[src/rtl/boot_loader.sv]
// boot_loader: loads a big-endian byte-stream program image into memory, then hands the bus to the CPU.
// Define BOOT_LOADER_CHECKSUM_EN to require a modulo-256 checksum trailer byte after the image.
module boot_loader #(
    parameter int ADDR_W = 16,
    parameter int DATA_W = 32
) (
    input  logic              clock,
    input  logic              reset,
    input  logic [7:0]        rx_data,
    input  logic              rx_valid,
    output logic              rx_ready,
    input  logic              load_req,
    output logic              cpu_reset,
    input  logic [ADDR_W-1:0] cpu_address,
    input  logic [DATA_W-1:0] cpu_data_out,
    input  logic              cpu_we,
    output logic [DATA_W-1:0] cpu_data_in,
    output logic [ADDR_W-1:0] mem_address,
    output logic [DATA_W-1:0] mem_wdata,
    output logic              mem_we,
    input  logic [DATA_W-1:0] mem_rdata,
    output logic              loading,
    output logic              load_error
);
    localparam logic [2:0] LEN_HI = 3'd0;
    localparam logic [2:0] LEN_LO = 3'd1;
    localparam logic [2:0] DATA   = 3'd2;
    localparam logic [2:0] WRITE  = 3'd3;
    localparam logic [2:0] RUN    = 3'd4;
`ifdef BOOT_LOADER_CHECKSUM_EN
    localparam logic [2:0] CHECK  = 3'd5;
    localparam logic [2:0] ERROR  = 3'd6;
    localparam logic [2:0] DONE   = CHECK;
`else
    localparam logic [2:0] DONE   = RUN;
`endif

    logic [2:0]        state_q, state_d;
    logic [15:0]       len_q, len_d;
    logic [ADDR_W-1:0] ptr_q, ptr_d;
    logic [1:0]        idx_q, idx_d;
    logic [DATA_W-1:0] word_q, word_d;
    logic [ADDR_W:0]   ptr_nxt;
    logic              xfer, run;

    assign run     = state_q == RUN;
    assign xfer    = rx_valid & rx_ready;
    // One extra bit so the last-word test never wraps, even for N = 65535.
    assign ptr_nxt = {1'b0, ptr_q} + (ADDR_W + 1)'(1);

`ifdef BOOT_LOADER_CHECKSUM_EN
    logic [7:0] sum_q, sum_d;
    assign sum_d      = !xfer ? sum_q : (state_q == LEN_HI) ? rx_data : sum_q + rx_data;
    assign load_error = state_q == ERROR;
    assign rx_ready   = !reset && (state_q == LEN_HI || state_q == LEN_LO || state_q == DATA || state_q == CHECK);
`else
    assign load_error = 1'b0;
    assign rx_ready   = !reset && (state_q == LEN_HI || state_q == LEN_LO || state_q == DATA);
`endif

    assign cpu_reset   = reset || !run;
    assign loading     = reset || !run;
    assign mem_address = run ? cpu_address : ptr_q;
    assign mem_wdata   = run ? cpu_data_out : word_q;
    assign mem_we      = !reset && (run ? cpu_we : state_q == WRITE);
    assign cpu_data_in = mem_rdata;

    always_comb begin
        state_d = state_q;
        len_d   = len_q;
        ptr_d   = ptr_q;
        idx_d   = idx_q;
        word_d  = word_q;
        case (state_q)
            LEN_HI: if (xfer) begin
                len_d   = {rx_data, len_q[7:0]};
                state_d = LEN_LO;
            end
            LEN_LO: if (xfer) begin
                len_d   = {len_q[15:8], rx_data};
                ptr_d   = '0;
                idx_d   = '0;
                state_d = (len_d == 16'd0) ? DONE : DATA;
            end
            DATA: if (xfer) begin
                word_d  = {word_q[DATA_W-9:0], rx_data};
                idx_d   = idx_q + 2'd1;
                state_d = (idx_q == 2'd3) ? WRITE : DATA;
            end
            WRITE: begin
                ptr_d   = ptr_nxt[ADDR_W-1:0];
                state_d = (ptr_nxt < (ADDR_W + 1)'(len_q)) ? DATA : DONE;
            end
            RUN: if (load_req) state_d = LEN_HI;
`ifdef BOOT_LOADER_CHECKSUM_EN
            CHECK: if (xfer) state_d = (rx_data == sum_q) ? RUN : ERROR;
            ERROR: if (load_req) state_d = LEN_HI;
`endif
            default: state_d = LEN_HI;
        endcase
    end

    always_ff @(posedge clock) begin
        if (reset) begin
            state_q <= LEN_HI;
            len_q   <= '0;
            ptr_q   <= '0;
            idx_q   <= '0;
            word_q  <= '0;
`ifdef BOOT_LOADER_CHECKSUM_EN
            sum_q   <= '0;
`endif
        end else begin
            state_q <= state_d;
            len_q   <= len_d;
            ptr_q   <= ptr_d;
            idx_q   <= idx_d;
            word_q  <= word_d;
`ifdef BOOT_LOADER_CHECKSUM_EN
            sum_q   <= sum_d;
`endif
        end
    end
endmodule

[config.mk]
export PLATFORM = sky130hd
export DESIGN_NAME = boot_loader
export DESIGN_NICKNAME = d
export VERILOG_FILES = /design/src/rtl/boot_loader.sv
export SDC_FILE = /design/constraint.sdc
export NUM_CORES = 1
export LEC_CHECK = 0
export CORE_MARGIN = 1.5
export CORE_UTILIZATION = 41
export CTS_BUF_LIST = sky130_fd_sc_hd__clkbuf_4 sky130_fd_sc_hd__clkbuf_8
export CTS_CLUSTER_DIAMETER = 50
export DETAILED_ROUTE_END_ITERATION = 12
export PLACE_DENSITY = 0.74
export SKIP_CTS_REPAIR_TIMING = 1
export SYNTH_ARGS = -nofsm -noshare
export SYNTH_HDL_FRONTEND = slang
export SYNTH_SLANG_ARGS = --single-unit
[constraint.sdc]
create_clock -name clock -period 3.95 [get_ports clock]
set_input_delay 0.79 -clock clock [delete_from_list [all_inputs] [get_ports clock]]
set_output_delay 0.79 -clock clock [all_outputs]
set_load 0.005 [all_outputs]
==> run summary <==
The worst hold path passes through 2 cells. The maximum fanout encountered on the critical timing path came out at 52. The class of the tightest hold or removal check is reg2reg.

The chip height came out at 106 µm. The design draws 0.00153 W. The number of buffers added by the clock tree synthesis step is 9. The I/O pin total is 178. The floorplan step defined a die boundary enclosing approximately 11000 µm².

0 antenna diodes ended up in the layout. The top cell type's share of synthesized area came out at 0.320. The congestion estimate from routability-driven global placement came to 0.906. The net count of the finished layout is 794. The fraction of registers with async set or reset after synthesis came out at 0. Setup violations remaining at the end of the flow were counted as 0. The H-tree depth came out at 3. The first-pass GRT wire length came out at 18400 µm. For this block, the via count after detailed routing is 4202. Summed over all nets, the half-perimeter wirelength after detailed placement is 8120 µm. In the final layout, the share of cells above drive strength 1 is 0.0422. The clock-pin transition on the worst setup and hold timing paths is 0.08 ns. The post-synthesis register bit count is 69. Averaged over all synthesized cells, the footprint is 6.83 µm². The synthesized design contains 0 enable-type register cells. Walking the worst path, the cells encountered are buf_4 -> nor2_1 -> and2_2 -> a21oi_1 -> nor2_1 -> clkdlybuf4s50_1.

The internal power of the cells totals 0.00115 W. The count of distinct cell types in the synthesized netlist came out at 48. The number of DRC markers in iteration 0 is 237. The sequential element share of the synthesized area came out at 0.320.

In the global route stage, overall resource usage came out at 0.201. Once layout is complete, the cells apart from fillers number 824. The pin count of the biggest net entering global routing came out at 53. Wire segments on met3 add up to 775 µm in the final route.

The global-route congestion overflow total came out at 0. The top routing layer in use is met4. Summed over all layers, the routed wires come to roughly 11000 µm.

The total standard cell area after synthesis is 4310 µm². TritonCTS built the clock tree. The number of remaining DRC errors came out at 0. After synthesis, the cell types taking the most area are sky130_fd_sc_hd__dfxtp_1, sky130_fd_sc_hd__nand2_1, sky130_fd_sc_hd__a21oi_1. The number of clock sinks came out at 69. The cell repeated most along the worst path is sky130_fd_sc_hd__nor2_1. Counting every net in the synthesized netlist gives 741. The run finished with clean final reports. The worst path needs 3.33 ns of the cycle, external delays included. The area after detailed placement came out at 5200 µm².

The initial standard-cell utilization of the core is 0.420. Row generation in the floorplan step produced 37 rows. The via count of the first global-routing pass is 3906. In the detailed route, the total length drawn on met2 is 5430 µm. The flop-to-flop setup slack is approximately 0.7 ns. The number of antenna violations at the first check in global routing is 0. The stage delay of the slowest cell on the critical path is 0.76 ns. The slew of the pin with the lowest slew margin came out at 1.02 ns. In this run the remaining antenna-violating nets after routing total 0. The count of final hold-check violations was 0. For this design the static power due to leakage is 2.28 nW. The part of the power in combinational logic is 0.120. For this run, the leading register cell type out of synthesis is sky130_fd_sc_hd__dfxtp_1. The switching fraction of total power came out at 0.248. The fraction of power consumed by sequential logic is 0.467. The average wire per standard cell is roughly 14 µm. The number of warnings reported in the yosys synthesis log came out at 0. The setup path with the least slack is of type reg2out.

The power density over cell area is 284 nW/µm². The switching power came out at 0.000380 W. The count of mapped cells out of synthesis came out at 631. The arrival time reported for the critical path endpoint is about 2.5 ns.

The wire length on met1 came out at about 5000 µm. The maximum count of clock buffers along a single path is 2. The clock network latency to the later pin of the worst-skew pair came out at 0.35 ns. The number of maximum-capacitance constraint violations came out at 0. The share of the clock period used by the worst path after layout came out at 0.843. The clock group share of total power is 0.413. Setup repair after global routing left no endpoint under its margin.

Measured in cells, the most critical reg-to-reg path has a length of 10. The number of optimization iterations in the first detailed-route pass is 5. The setup total negative slack came out at 0 ns.

The clock tree root driver cell is sky130_fd_sc_hd__clkbuf_8. The worst setup path is captured at an output pin. The standard cell core area came out at about 10000 µm². The average via count per standard cell is 5.10. The worst ir drop on vdd came out at between 200 and 250 µV. After routing the design area is roughly 5400 µm². The count of buffers from port buffering is about 110.

The normalized max-slew margin came out at 0.322. The area overhead of the layout relative to synthesis is 25.5%. sky130_fd_sc_hd__dfxtp_1 takes more of the synthesized area than any other cell.

The count of final max-slew check failures came to 0. Among all stages on the critical path, the largest delay is contributed by sky130_fd_sc_hd__and2_2. The worst setup skew after layout came out at 0.00910 ns.

The number of cells after detailed placement is approximately 810. For the worst setup path, the data required time is 3.16 ns. The maximum achievable frequency came out at 0.300 GHz. STA classifies the critical path startpoint as a flop.

The die span in x came out at 106 µm.
cells in the mapped netlist, types with 2 or more instances:
| cell | count |
|---|---|
| sky130_fd_sc_hd__nand2_1 | 223 |
| sky130_fd_sc_hd__buf_6 | 4 |
| sky130_fd_sc_hd__buf_1 | 2 |
| sky130_fd_sc_hd__ha_1 | 17 |
| sky130_fd_sc_hd__clkbuf_1 | 22 |
| sky130_fd_sc_hd__nor3_2 | 2 |
| sky130_fd_sc_hd__xor2_1 | 8 |
| sky130_fd_sc_hd__a21o_1 | 2 |
| sky130_fd_sc_hd__o21ai_0 | 6 |
| sky130_fd_sc_hd__buf_2 | 12 |
| sky130_fd_sc_hd__o22ai_1 | 2 |
| sky130_fd_sc_hd__nor4_1 | 7 |
| sky130_fd_sc_hd__a31oi_1 | 3 |
| sky130_fd_sc_hd__nand3_1 | 11 |
| sky130_fd_sc_hd__dfxtp_1 | 69 |
| sky130_fd_sc_hd__nor2b_1 | 4 |
| sky130_fd_sc_hd__nand3b_1 | 7 |
| sky130_fd_sc_hd__xnor2_1 | 6 |
| sky130_fd_sc_hd__nand4_1 | 4 |
| sky130_fd_sc_hd__a21oi_1 | 67 |
| sky130_fd_sc_hd__inv_1 | 19 |
| sky130_fd_sc_hd__mux2i_1 | 9 |
| sky130_fd_sc_hd__o21ai_1 | 9 |
| sky130_fd_sc_hd__or3_1 | 5 |
| sky130_fd_sc_hd__buf_4 | 35 |
| sky130_fd_sc_hd__nor2_1 | 38 |
| sky130_fd_sc_hd__nor3_1 | 4 |
| sky130_fd_sc_hd__nand2b_1 | 3 |
| sky130_fd_sc_hd__and3_1 | 10 |
| sky130_fd_sc_hd__and2_1 | 3 |
metrics by stage:
step / hold WS, ns / setup slack (ns) / utilization
floorplan: 0.437 / 1.12 / -
global placement: 0.444 / 0.855 / 0.506
detailed placement: 0.449 / 0.758 / 0.506
CTS: 0.461 / 0.590 / 0.526
global route: 0.481 / 0.341 / 0.526
finish: 0.461 / 0.621 / 0.526
worst max-delay path: cells and delay by family, from the launching register on:
kind,cells,cell delay (ns)
and+or+nand+nor,3,1.01
buffers and inverters,2,0.70
DFF,1,0.30
AOI/OAI and AO/OA,1,0.15
cell families after synthesis:
family	Yosys count	synth area share
simple gates	329	0.333
other cells	1	0.000870
flops	69	0.320
xor+xnor	14	0.0284
buf+inv	94	0.123
fa+ha+maj	17	0.0493
mux	9	0.0209
compound gates	98	0.124
path summary, 6_finish.rpt:
check                   from         end
setup / recovery  state_q[0]      mem_we
hold / removal    word_q[29]  word_q[29]
hold reg to reg   word_q[29]  word_q[29]
setup reg to reg    ptr_q[0]  state_q[2]
power groups by stage:
stage          clock (W)  sequential [W]  combinational, W
4_1_cts         0.000644        0.000716          0.000183
6_report        0.000634        0.000716          0.000183
5_1_grt         0.000674        0.000718          0.000199
2_1_floorplan          0        0.000728          0.000123
3_5_place_dp           0        0.000733          0.000181
3_3_place_gp           0        0.000732          0.000177
cell usage in the layout, fill, tap and decap left out, drive strengths merged, types with 9 or more instances in the layout:
| cell | count |
|---|---|
| ha | 17 |
| nor2 | 39 |
| o21ai | 15 |
| and3 | 10 |
| inv | 19 |
| mux2i | 9 |
| clkdlybuf4s50 | 111 |
| nand3 | 11 |
| clkbuf | 9 |
| dfxtp | 69 |
| a21oi | 67 |
| nand2 | 223 |
registers in the layout (all words and copies together), names as in the netlist:
name,cells
idx_q,2
len_q,16
ptr_q,16
state_q,3
word_q,32
metal layers:
layer | track usage | vias to the layer above
met5 | 0 | -
met1 | 0.251 | 1899
met2 | 0.346 | 152
met4 | 0.0454 | 0
li1 | - | 2131
met3 | 0.0544 | 20
cell type report:
cell class              count  area [µm²]
clock inverters             6        88.8
flip-flops and latches     69        1380
fillers                  1000        4870
inverters                  19        71.3
repair buffers            117        1170
clock buffers               9         124
multi-input cells         468        2410
well taps                 136         170
No activity file was read; power rests on OpenSTA's default activity.
